<file path="config.mk">
export PLATFORM = sky130hd
export DESIGN_NAME = symbol_tx_framer
export DESIGN_NICKNAME = d
export VERILOG_FILES = /design/src/rtl/symbol_tx_pkg.sv /design/src/rtl/sym_fifo2.sv /design/src/rtl/symbol_tx_framer.sv
export SDC_FILE = /design/constraint.sdc
export NUM_CORES = 1
export LEC_CHECK = 0
export ABC_CLOCK_PERIOD_IN_PS = 3400
export CAP_MARGIN = 20
export CORE_MARGIN = 2
export CORE_UTILIZATION = 30
export CTS_CLUSTER_SIZE = 25
export DETAILED_ROUTE_END_ITERATION = 8
export SYNTH_ARGS = -nofsm -noshare
export SYNTH_HDL_FRONTEND = slang
export SYNTH_SLANG_ARGS = --single-unit
export TNS_END_PERCENT = 1
</file>
<file path="constraint.sdc">
create_clock -name CLK -period 3.4 [get_ports CLK]
set_input_delay 0.34 -clock CLK [delete_from_list [all_inputs] [get_ports CLK]]
set_output_delay 0.34 -clock CLK [all_outputs]
set_load 0.01 [all_outputs]
</file>
<file path="src/rtl/symbol_tx_pkg.sv">
// Shared types, sizes and helpers for the symbol transmit framer.
package symbol_tx_pkg;

    localparam int SYM_W      = 7;
    localparam int FIFO_DEPTH = 2;

    typedef enum logic [2:0] {
        IDLE,
        START,
        DATA,
        PARITY,
        STOP
    } tx_state_t;

    // Even parity bit: makes the total count of ones (data + parity) even.
    function automatic logic even_parity(input logic [SYM_W-1:0] sym);
        return ^sym;
    endfunction

endpackage

</file>
<file path="src/rtl/sym_fifo2.sv">
// Two-entry synchronous FIFO holding symbol codes between the handshake and the serializer.
module sym_fifo2
    import symbol_tx_pkg::*;
(
    input  logic       CLK,
    input  logic       RESET,
    input  logic       push_i,
    input  logic [6:0] din_i,
    input  logic       pop_i,
    output logic [6:0] dout_o,
    output logic       full_o,
    output logic       empty_o,
    output logic [1:0] count_o
);

    logic [6:0] mem_q [FIFO_DEPTH];
    logic       wr_ptr_q;
    logic       rd_ptr_q;
    logic [1:0] count_q;
    logic       push_ok;
    logic       pop_ok;

    assign full_o  = (count_q == 2'(FIFO_DEPTH));
    assign empty_o = (count_q == 2'd0);
    assign count_o = count_q;
    assign dout_o  = mem_q[rd_ptr_q];
    assign push_ok = push_i && !full_o;
    assign pop_ok  = pop_i && !empty_o;

    // Storage carries no reset; only pointers and count define occupancy.
    always_ff @(posedge CLK) begin
        if (push_ok) begin
            mem_q[wr_ptr_q] <= din_i;
        end
    end

    always_ff @(posedge CLK) begin
        if (RESET) begin
            wr_ptr_q <= 1'b0;
            rd_ptr_q <= 1'b0;
            count_q  <= 2'd0;
        end else begin
            if (push_ok) begin
                wr_ptr_q <= ~wr_ptr_q;
            end
            if (pop_ok) begin
                rd_ptr_q <= ~rd_ptr_q;
            end
            case ({push_ok, pop_ok})
                2'b10:   count_q <= count_q + 2'd1;
                2'b01:   count_q <= count_q - 2'd1;
                default: count_q <= count_q;
            endcase
        end
    end

endmodule

</file>
<file path="src/rtl/symbol_tx_framer.sv">
// Serializes buffered 7-bit symbol codes into UART-style frames on a single line.
module symbol_tx_framer
    import symbol_tx_pkg::*;
#(
    parameter int CLKS_PER_BIT = 16,
    parameter int PARITY_EN    = 1,
    parameter int DROP_ZERO    = 1
) (
    input  logic       CLK,
    input  logic       RESET,
    input  logic [6:0] IN_DATA,
    input  logic       IN_VALID,
    output logic       IN_READY,
    output logic       TX,
    output logic       BUSY,
    output logic       SENT
);

    localparam int CNT_W = $clog2(CLKS_PER_BIT);
    localparam logic [CNT_W-1:0] CNT_LAST = CNT_W'(CLKS_PER_BIT - 1);

    tx_state_t        state_q, state_d;
    logic [CNT_W-1:0] cnt_q, cnt_d;
    logic [2:0]       bit_q, bit_d;
    logic [6:0]       shift_q, shift_d;
    logic             par_q, par_d;
    logic             tx_q, tx_d;
    logic             busy_q, busy_d;
    logic             sent_q, sent_d;

    logic       fifo_full;
    logic       fifo_empty;
    logic [1:0] fifo_count;
    logic [6:0] fifo_head;
    logic       fifo_push;
    logic       fifo_pop;
    logic       drop_sym;
    logic       last_cyc;

    // Code 0 is still acknowledged upstream when dropped; it just never reaches the FIFO.
    assign IN_READY  = !fifo_full;
    assign drop_sym  = (DROP_ZERO != 0) && (IN_DATA == 7'd0);
    assign fifo_push = IN_VALID && IN_READY && !drop_sym;
    assign last_cyc  = (cnt_q == CNT_LAST);

    sym_fifo2 u_fifo (
        .CLK     (CLK),
        .RESET   (RESET),
        .push_i  (fifo_push),
        .din_i   (IN_DATA),
        .pop_i   (fifo_pop),
        .dout_o  (fifo_head),
        .full_o  (fifo_full),
        .empty_o (fifo_empty),
        .count_o (fifo_count)
    );

    always_comb begin
        state_d  = state_q;
        cnt_d    = last_cyc ? '0 : cnt_q + 1'b1;
        bit_d    = bit_q;
        shift_d  = shift_q;
        par_d    = par_q;
        fifo_pop = 1'b0;

        case (state_q)
            IDLE: begin
                cnt_d = '0;
                bit_d = 3'd0;
                if (!fifo_empty) begin
                    fifo_pop = 1'b1;
                    shift_d  = fifo_head;
                    par_d    = even_parity(fifo_head);
                    state_d  = START;
                end
            end
            START: begin
                if (last_cyc) begin
                    bit_d   = 3'd0;
                    state_d = DATA;
                end
            end
            DATA: begin
                if (last_cyc) begin
                    shift_d = {1'b0, shift_q[6:1]};
                    if (bit_q == 3'd6) begin
                        bit_d   = 3'd0;
                        state_d = (PARITY_EN != 0) ? PARITY : STOP;
                    end else begin
                        bit_d = bit_q + 3'd1;
                    end
                end
            end
            PARITY: begin
                if (last_cyc) begin
                    state_d = STOP;
                end
            end
            STOP: begin
                // Back-to-back frames reload straight into START with no idle cycle.
                if (last_cyc) begin
                    if (!fifo_empty) begin
                        fifo_pop = 1'b1;
                        shift_d  = fifo_head;
                        par_d    = even_parity(fifo_head);
                        state_d  = START;
                    end else begin
                        state_d = IDLE;
                    end
                end
            end
            default: state_d = IDLE;
        endcase
    end

    // Line outputs are registered one cycle behind the state so TX, SENT and BUSY stay aligned.
    always_comb begin
        tx_d   = 1'b1;
        sent_d = (state_q == STOP) && last_cyc;
        busy_d = (state_q != IDLE) || (fifo_count != 2'd0);
        case (state_q)
            START:   tx_d = 1'b0;
            DATA:    tx_d = shift_q[0];
            PARITY:  tx_d = par_q;
            default: tx_d = 1'b1;
        endcase
    end

    always_ff @(posedge CLK) begin
        if (RESET) begin
            state_q <= IDLE;
            cnt_q   <= '0;
            bit_q   <= 3'd0;
            shift_q <= 7'd0;
            par_q   <= 1'b0;
            tx_q    <= 1'b1;
            busy_q  <= 1'b0;
            sent_q  <= 1'b0;
        end else begin
            state_q <= state_d;
            cnt_q   <= cnt_d;
            bit_q   <= bit_d;
            shift_q <= shift_d;
            par_q   <= par_d;
            tx_q    <= tx_d;
            busy_q  <= busy_d;
            sent_q  <= sent_d;
        end
    end

    assign TX   = tx_q;
    assign BUSY = busy_q;
    assign SENT = sent_q;

endmodule

</file>
==> flow_metrics.env <==
export IMPL_core_sq_um=5890
export IMPL_p_per_area_nw_per_um2=718
export IMPL_synth_edf_count=14
export IMPL_cts_tree="yes"
export IMPL_fmax_mhz=448
export IMPL_synth_top_area_frac=0.286
export IMPL_setup_viol=0
export IMPL_synth_cell_types=41
export IMPL_rows=28
export IMPL_power_leakage_nw=0.742
export IMPL_drive_gt1_frac=0.0874
export IMPL_grt_pass1_vias=1171
export IMPL_peakVddDrop_mv=0.281
export IMPL_path_cells="clkdlybuf4s50_1, or4_1, o211ai_2, ha_1, or3_1, a21oi_1"
export IMPL_fp_dieArea_sq_um=6700
export IMPL_avgSynthCellArea_sq_um=10.6
export IMPL_path_clk_slew_ns=0.08
export IMPL_syn_to_final_growth_pct=16.9
export IMPL_die_x_um=81.8
export IMPL_io_buffers=13
export IMPL_num_antenna_cells=0
export IMPL_overflow=0
export IMPL_gp_congestion=0.735
export IMPL_drv_cap=0
export IMPL_layout_commonest_cell="dfxtp_1"
export IMPL_cp_arrival_ns=2.44
export IMPL_crit_fanout=4
export IMPL_worst_slew_pin_slew_ns=0.882
export IMPL_firstDrtPassIters=4
export IMPL_clockBufferDepth=2
export IMPL_start_util=0.309
export IMPL_fillCellCount=601
export IMPL_grt_pass1_wl_mm=5.79
export IMPL_min_period_ns=2.23
export IMPL_slew_viol_final=0
export IMPL_cts_hold_buf=0
export IMPL_synth_nets=183
export IMPL_cts_buffers=5
export IMPL_grtUsageTotal=0.115
export IMPL_viasPerCell=4.93
export IMPL_clkSinkCount=40
export IMPL_wl_per_cell_um=13.2
export IMPL_cts_setup_buffers=0
export IMPL_clock_skew_ns=0.00652
export IMPL_hp_class="register to register"
export IMPL_design_area_sq_um=2120
export IMPL_finalWirelength_mm=3.40
export IMPL_cts_max_level=2
export IMPL_cts_resized=0
export IMPL_ys_seq_elements=40
export IMPL_tns_ns=0
export IMPL_slowest_delay_ns=0.57
export IMPL_ys_top_cells_by_area="dfxtp_1, edfxtp_1, mux2i_1"
export IMPL_grt_start_max_net_pins=26
export IMPL_synth_area_leader_cell="dfxtp_1"
export IMPL_dp_hpwl_mm=2.36
export IMPL_io_pins=14
export IMPL_status="completed"
export IMPL_nNetsFinal=194
export IMPL_finalCritPeriodShare=0.657
export IMPL_insertion_delay_ns=0.29
export IMPL_final_cell_mix="dfxtp_1, nor2_1, edfxtp_1, a21oi_1, clkdlybuf4s50_1"
export IMPL_cp_end_kind="register"
export IMPL_ys_seq_area_frac=0.518
export IMPL_drt_antenna_violating_nets=0
export IMPL_start_kind="input pin"
export IMPL_drt_iter0_markers=72
export IMPL_maxSlewHeadroom=0.410
export IMPL_dpl_cell_area_sq_um=2000
export IMPL_synthArstFlopShare=0
export IMPL_rsz0062_at_grt="no"
export IMPL_yosysWarnings=0
export IMPL_die_h_um=81.8
export IMPL_netlist_area_sq_um=1820
export IMPL_root_buffer="clkbuf_8"
export IMPL_critPathRequiredTime_ns=3.60
export IMPL_path_class="input pin to register"
export IMPL_vias=1271
export IMPL_final_hold_viol_count=0
export IMPL_cpMaxStageDelayCell="or4_1"
export IMPL_synthCells=171
export IMPL_remaining_drc_errors=0
export IMPL_ys_flop_type="dfxtp_1"
export IMPL_grt_antenna_before_repair=0
worst max-delay path: cells and delay by family:
family	cells	cell delay, ns
adder cells (fa/ha/maj)	1	0.31
AND/OR/NAND/NOR	2	0.92
AO/OA/AOI/OAI	2	0.43
buffers and inverters	1	0.44
logic make-up (layout without fill, tap and decap cells):
family                     after synthesis  count (layout)  share of synthesized area
and+or+nand+nor                         51              51                      0.144
DFF                                     40              40                      0.518
adders and majority gates                3               3                     0.0200
buffers and inverters                   14              26                     0.0344
muxes                                    8               8                     0.0468
xor gates and xnor gates                12              12                     0.0729
AOI/OAI and AO/OA                       43              43                      0.164
synth_stat cells, types with 3 or more instances:
cell type,instances
or3_1,3
mux2i_1,7
o2111ai_1,6
nor2_1,15
nand2_1,11
a21oi_1,13
dfxtp_1,26
xnor2_1,4
nor3_1,6
clkbuf_1,6
xor2_1,6
inv_1,5
nand3_1,4
o21ai_0,11
edfxtp_1,14
path summary, 6_finish.rpt:
path	start	end	depth (start not counted)	slack, ns
setup / recovery	IN_DATA[2]	u_fifo.count_o[1]	6	1.17
hold reg to reg	cnt_q[0]	cnt_q[0]	1	0.45
hold / removal	cnt_q[0]	cnt_q[0]	1	0.45
setup reg to reg	cnt_q[0]	u_fifo.count_o[1]	6	1.24
sequential cells by signal, indices dropped and copies added, names as in the netlist, named ones only:
signal	flops
BUSY	1
SENT	1
TX	1
bit_q	3
cnt_q	4
par_q	1
shift_q	7
state_q	3
u_fifo.count_o	2
u_fifo.mem_q	14
u_fifo.rd_ptr_q	1
u_fifo.wr_ptr_q	1
where the power goes:
group | switching (mW) | internal [mW]
Combinational | 0.207 | 0.226
Sequential | 0.0761 | 0.594
Clock | 0.165 | 0.259
Total | 0.448 | 1.08
metrics by stage:
step           instances  worst slack [ns]  hold slack, ns  total power, mW  utilization
2_1_floorplan        171              1.44           0.417             1.01            -
4_1_cts              258              1.19           0.462             1.54        0.361
3_5_place_dp         250             0.890           0.443             1.12        0.339
6_report             258              1.17           0.451             1.53        0.361
3_3_place_gp         250             0.943           0.435             1.11        0.339
5_1_grt              258              1.05           0.479             1.62        0.361
area by class of cell:
type | instances | area (sq um) | area share
tap | 75 | 93.8 | 0.0442
multi-input combinational | 117 | 815 | 0.383
inverter | 5 | 18.8 | 0.00883
timing repair buffer | 13 | 130 | 0.0612
clock inverter | 1 | 30.0 | 0.0141
clock buffer | 7 | 96.3 | 0.0453
sequential | 40 | 941 | 0.443
metal layers:
metal / part of all wire / global-route usage / up-vias
met5: 0 / 0 / -
met3: 0.026 / 0.0330 / 4
li1: - / - / 648
met2: 0.46 / 0.165 / 16
met4: 0.015 / 0.0600 / 0
met1: 0.50 / 0.157 / 603
Power figures use the tool's default switching activity.
==> RTL change 1 (config.mk and constraints unchanged) <==
Encoding of `tx_state_t`: now one-hot (5 bits for 5 states).
--- a/src/rtl/symbol_tx_pkg.sv
+++ b/src/rtl/symbol_tx_pkg.sv
@@ -4,12 +4,12 @@
     localparam int SYM_W      = 7;
     localparam int FIFO_DEPTH = 2;
 
-    typedef enum logic [2:0] {
-        IDLE,
-        START,
-        DATA,
-        PARITY,
-        STOP
+    typedef enum logic [4:0] {
+        IDLE   = 5'b00001,
+        START  = 5'b00010,
+        DATA   = 5'b00100,
+        PARITY = 5'b01000,
+        STOP   = 5'b10000
     } tx_state_t;
 
     // Even parity bit: makes the total count of ones (data + parity) even.
Function: same outputs for any inputs over 10 cycles, from zero or initial values and one cycle with RESET high; not proved beyond that.
==> RTL change 1 against the unedited design <==
First-iteration DRC count rose by 33%. Total power rose by 11%. Wire length rose by 4.9%. Cell count rose by 8.1%. Die area rose by 7.7%. Cell area rose by 5.4%. Synthesized area rose by 8.1%. Sequential power rose by 11%. Critical endpoint unchanged. Synthesized cell count rose by 11%. Register-to-register slack got worse by 0.20 ns. Count of clock-buffer cells in the layout fell by 2. Sequential cell count rose by 2. Setup slack got worse by 0.12 ns. Via count rose by 8.6%.
==> RTL change 1: results (changes against the unedited design) <==
| Metric | Value |
|---|---|
| Postcts setup bufs | 0 (unchanged) |
| CP top delay family | simple AND/OR/NAND/NOR gates (unchanged) |
| Crit Path Max Fanout | 17 (was 4) |
| Post-synthesis sequential area ratio | 49.9% (was 51.8%) |
| Status | completed (unchanged) |
| Worst R2R Setup Slack | 1.04 ns (was 1.24 ns) |
| Syn_nets | 201 (was 183) |
| Slowest stage delay, CP | 0.52 ns (was 0.57 ns) |
| HP Start | cnt_q[0] (unchanged) |
| Largest net degree at the start of global routing | 25 (was 26) |
| Initial antenna violation count | 0 (unchanged) |
| Avg WL per Cell | 12.8 um (was 13.2 um) |
| Filler cells | 624 (was 601) |
| Worst Hold Depth | 1 (unchanged) |
| Max IR drop VDD | 0.248 mV (was 0.281 mV) |
| Hold_ws | 0.462 ns (was 0.451 ns) |
| Worst-margin pin slew | 0.890 ns (was 0.882 ns) |
| CP Class | flip-flop to flip-flop (was input pin to flip-flop) |
| Sequential share of power | 43.7% (was 43.9%) |
| Antenna diodes | 0 (unchanged) |
| End of the worst hold path | cnt_q[0] (unchanged) |
| Sw frac | 36.1% (was 29.3%) |
| Starting DRT DRC Count | 96 (was 72) |
| Leak | 0.760 nW (was 0.742 nW) |
| Detailed placement HPWL | 2550 um (was 2360 um) |
| Clk Latency, worst-skew pair | 0.30 ns |
| First-pass GRT wire length | 5850 um (was 5790 um) |
| Clock power frac | 20.1% (was 27.8%) |
| GPL Wtd Cong | 0.811 (was 0.735) |
| Synth cell count leaders | dfxtp_1 (28), nor2_1 (24), mux2i_1 (19) (was dfxtp_1 (26), nor2_1 (15), edfxtp_1 (14)) |
| Clk_skew | 0.0103 ns (was 0.00652 ns) |
| Worst setup path endpoint | u_fifo.count_o[1] (unchanged) |
| Vias in the first global route | 1267 (was 1171) |
| Worst-path clk slew | 0.09 ns |
| Crit path DAT | 2.58 ns (was 2.44 ns) |
| Worst hold path type | flip-flop to flip-flop (unchanged) |
| Seq power | 0.744 mW (was 0.670 mW) |
| Top cells by area, synth | dfxtp_1 (29%), edfxtp_1 (21%), mux2i_1 (9.7%) (was dfxtp_1 (29%), edfxtp_1 (23%), mux2i_1 (3.9%)) |
| Via density | 4.95 (was 4.93) |
| Synth cell types | 40 (was 41) |
| GRT Total Usage | 10.3% (was 11.5%) |
| Regs by FF count | u_fifo.mem_q (14), shift_q (7), state_q (5) (was u_fifo.mem_q (14), shift_q (7), cnt_q (4)) |
| Nets@finish | 213 (was 194) |
| Ys flop type | dfxtp_1 (unchanged) |
| Worst R2R Start | state_q[2] (was cnt_q[0]) |
| I/O Buffers | 13 (unchanged) |
| Layout cells sized above 1 | 7.92% (was 8.74%) |
| Slowest CP cell | dfxtp_1 (was or4_1) |
-- RTL change 1: changes by cell type after synthesis, moves of 4 or more --
cell | unedited run | this run
a21oi_1 | 13 | 6
nor2_1 | 15 | 24
o2111ai_1 | 6 | 1
xnor2_1 | 4 | 11
nand3_1 | 4 | 14
mux2i_1 | 7 | 19
nand2_1 | 11 | 7
-- RTL change 1: worst register-to-register path: cells and delay by family (launching register included) --
kind,cells,cell delay [ns]
simple gates,3,1.03
flops,1,0.52
compound gates,2,0.43
fa+ha+maj,1,0.31
-- RTL change 1: kinds of logic after synthesis --
group                    Yosys count  synth area share (%)
AND/OR/NAND/NOR                   66                  18.0
AO/OA/AOI/OAI                     29                  9.30
buffers and inverters             12                  3.18
flip-flops                        42                  49.9
adder cells (fa/ha/maj)            2                  1.27
multiplexers                      20                  10.3
XOR/XNOR                          18                  8.03
-- RTL change 1: metal layers --
metal	share of wire (%)	track usage, %	vias up
met2	47	17.0	26
met3	3.8	2.63	5
met5	0	0	-
li1	-	-	697
met4	2.0	4.76	0
met1	48	12.6	652
-- RTL change 1: area by class of cell --
| cell class | instances | share of cell area (%) |
|---|---|---|
| Clock buffer | 5 | 3.07 |
| Clock inverter | 3 | 1.17 |
| Inverter | 4 | 0.671 |
| Multi-Input combinational cell | 135 | 41.1 |
| Sequential cell | 42 | 43.8 |
| Tap cell | 77 | 4.30 |
| Timing Repair Buffer | 13 | 5.81 |
-- RTL change 1: stage by stage --
step / utilization, % / cells / cell area [sq um] / setup slack (ns)
detailed placement: 33.8 / 271 / 2140 / 1.05
CTS: 35.3 / 279 / 2240 / 1.04
finish: 35.3 / 279 / 2240 / 1.04
global placement: 33.8 / 271 / 2140 / 1.13
floorplan: - / 189 / 1960 / 1.31
global route: 35.3 / 279 / 2240 / 0.838
==> RTL change 2 (same flow settings) <==
Made on the original files. `PARITY_EN`: 1 -> 0.
--- a/src/rtl/symbol_tx_framer.sv
+++ b/src/rtl/symbol_tx_framer.sv
@@ -3,7 +3,7 @@
     import symbol_tx_pkg::*;
 #(
     parameter int CLKS_PER_BIT = 16,
-    parameter int PARITY_EN    = 1,
+    parameter int PARITY_EN    = 0,
     parameter int DROP_ZERO    = 1
 ) (
     input  logic       CLK,
Formal check against the unedited RTL: same outputs for any inputs over 10 cycles, from zero or initial values and one cycle with RESET high; that may be too few to reach the edited logic, so the function may still have changed.
==> RTL change 2 against the unedited design <==
Wire length shrank 16%. Synthesized area shrank 2.3%. Cell area shrank 1.1%. Via count shrank 6.1%. Sequential cell count is the same. Die area shrank 2.2%. Total power grew 8.3%. Setup slack gained 0.24 ns. Fmax grew 12%. Sequential share of layout area grew 0.50 points.
==> RTL change 2: results (changes against the unedited design) <==
| Metric | Value |
|---|---|
| Met2 Use GR | 15.3% (was 16.5%) |
| Internal power | 1.19 mW (was 1.08 mW) |
| Placed instance area | 0.00194 sq mm (was 0.00200 sq mm) |
| CP top delay family | adder cells (was simple AND/OR/NAND/NOR gates) |
| Total number of vias | 1194 (was 1271) |
| Met1 WL | 1400 um (was 1690 um) |
| Multiplexer share of the synthesized area | 5.07% (was 4.68%) |
| Top cells by area, synth | dfxtp_1 (29%), edfxtp_1 (24%), nor2_1 (5.5%) (was dfxtp_1 (29%), edfxtp_1 (23%), mux2i_1 (3.9%)) |
| Slowest CP cell | a21oi_1 (was or4_1) |
| Relative slew slack | 55.7% (was 41.0%) |
| Nets@finish | 191 (was 194) |
| First-pass GRT wire length | 5110 um (was 5790 um) |
| Post-synthesis instance total | 168 (was 171) |
| Routed wl met2 | 1290 um (was 1570 um) |
| Post-synthesis sequential area ratio | 53.0% (was 51.8%) |
| Syn_nets | 180 (was 183) |
| Starting DRT DRC Count | 70 (was 72) |
| Pre-CTS setup slack | 1.22 ns (was 0.890 ns) |
| Total Wirelength | 2860 um (was 3400 um) |
| Switching power | 0.466 mW (was 0.448 mW) |
| PostCTS Resize Cnt | 0 (unchanged) |
| Status | completed (unchanged) |
| Leak | 0.729 nW (was 0.742 nW) |
| Final Non-Filler Cells | 255 (was 258) |
| XOR/XNOR Fraction of Synth Area | 6.41% (was 7.30%) |
| Synth Area in Compound Gates | 13.5% (was 16.4%) |
| Placed cells | 247 (was 250) |
| Detailed placement HPWL | 2030 um (was 2360 um) |
| Slowest stage delay, CP | 0.37 ns (was 0.57 ns) |
| Global Route met3 Usage | 3.00% (was 3.30%) |
| Layout cells sized above 1 | 10.0% (was 8.74%) |
| Comb pwr | 0.442 mW (was 0.433 mW) |
| Clk_skew | 0.00377 ns (was 0.00652 ns) |
| Synth Area in Adders | 1.97% (was 2.00%) |
| Vias in the first global route | 1136 (was 1171) |
| Max IR drop VDD | 0.410 mV (was 0.281 mV) |
| Async S/R FF share, synth | 0% (unchanged) |
| GRT Total Usage | 10.1% (was 11.5%) |
| Largest net degree at the start of global routing | 17 (was 26) |
| Synth cell count leaders | dfxtp_1 (26), nor2_1 (26), edfxtp_1 (14) (was dfxtp_1 (26), nor2_1 (15), edfxtp_1 (14)) |
[RTL change 2: worst paths after layout]
kind	cells after the start	slack (ns)	end	from
worst max-delay path	6	1.41	u_fifo.count_o[1]	cnt_q[0]
worst min-delay path	1	0.45	cnt_q[0]	cnt_q[0]
worst max register to register	6	1.41	u_fifo.count_o[1]	cnt_q[0]
worst min register to register	1	0.45	cnt_q[0]	cnt_q[0]
[RTL change 2: cell type report]
class	instances	area, sq um
multi-input combinational	115	758
sequential	40	941
clock buffer	5	68.8
clock inverter	3	90.1
timing repair buffer	14	138
tap	75	93.8
inverter	3	11.3
fill	590	3710
[RTL change 2: worst reg2reg max path: cells and delay by family, from the launching register on]
| kind | cells | cell delay, ns |
|---|---|---|
| AOI/OAI and AO/OA | 2 | 0.50 |
| and+or+nand+nor | 2 | 0.49 |
| DFF | 1 | 0.35 |
| adders and majority gates | 2 | 0.58 |
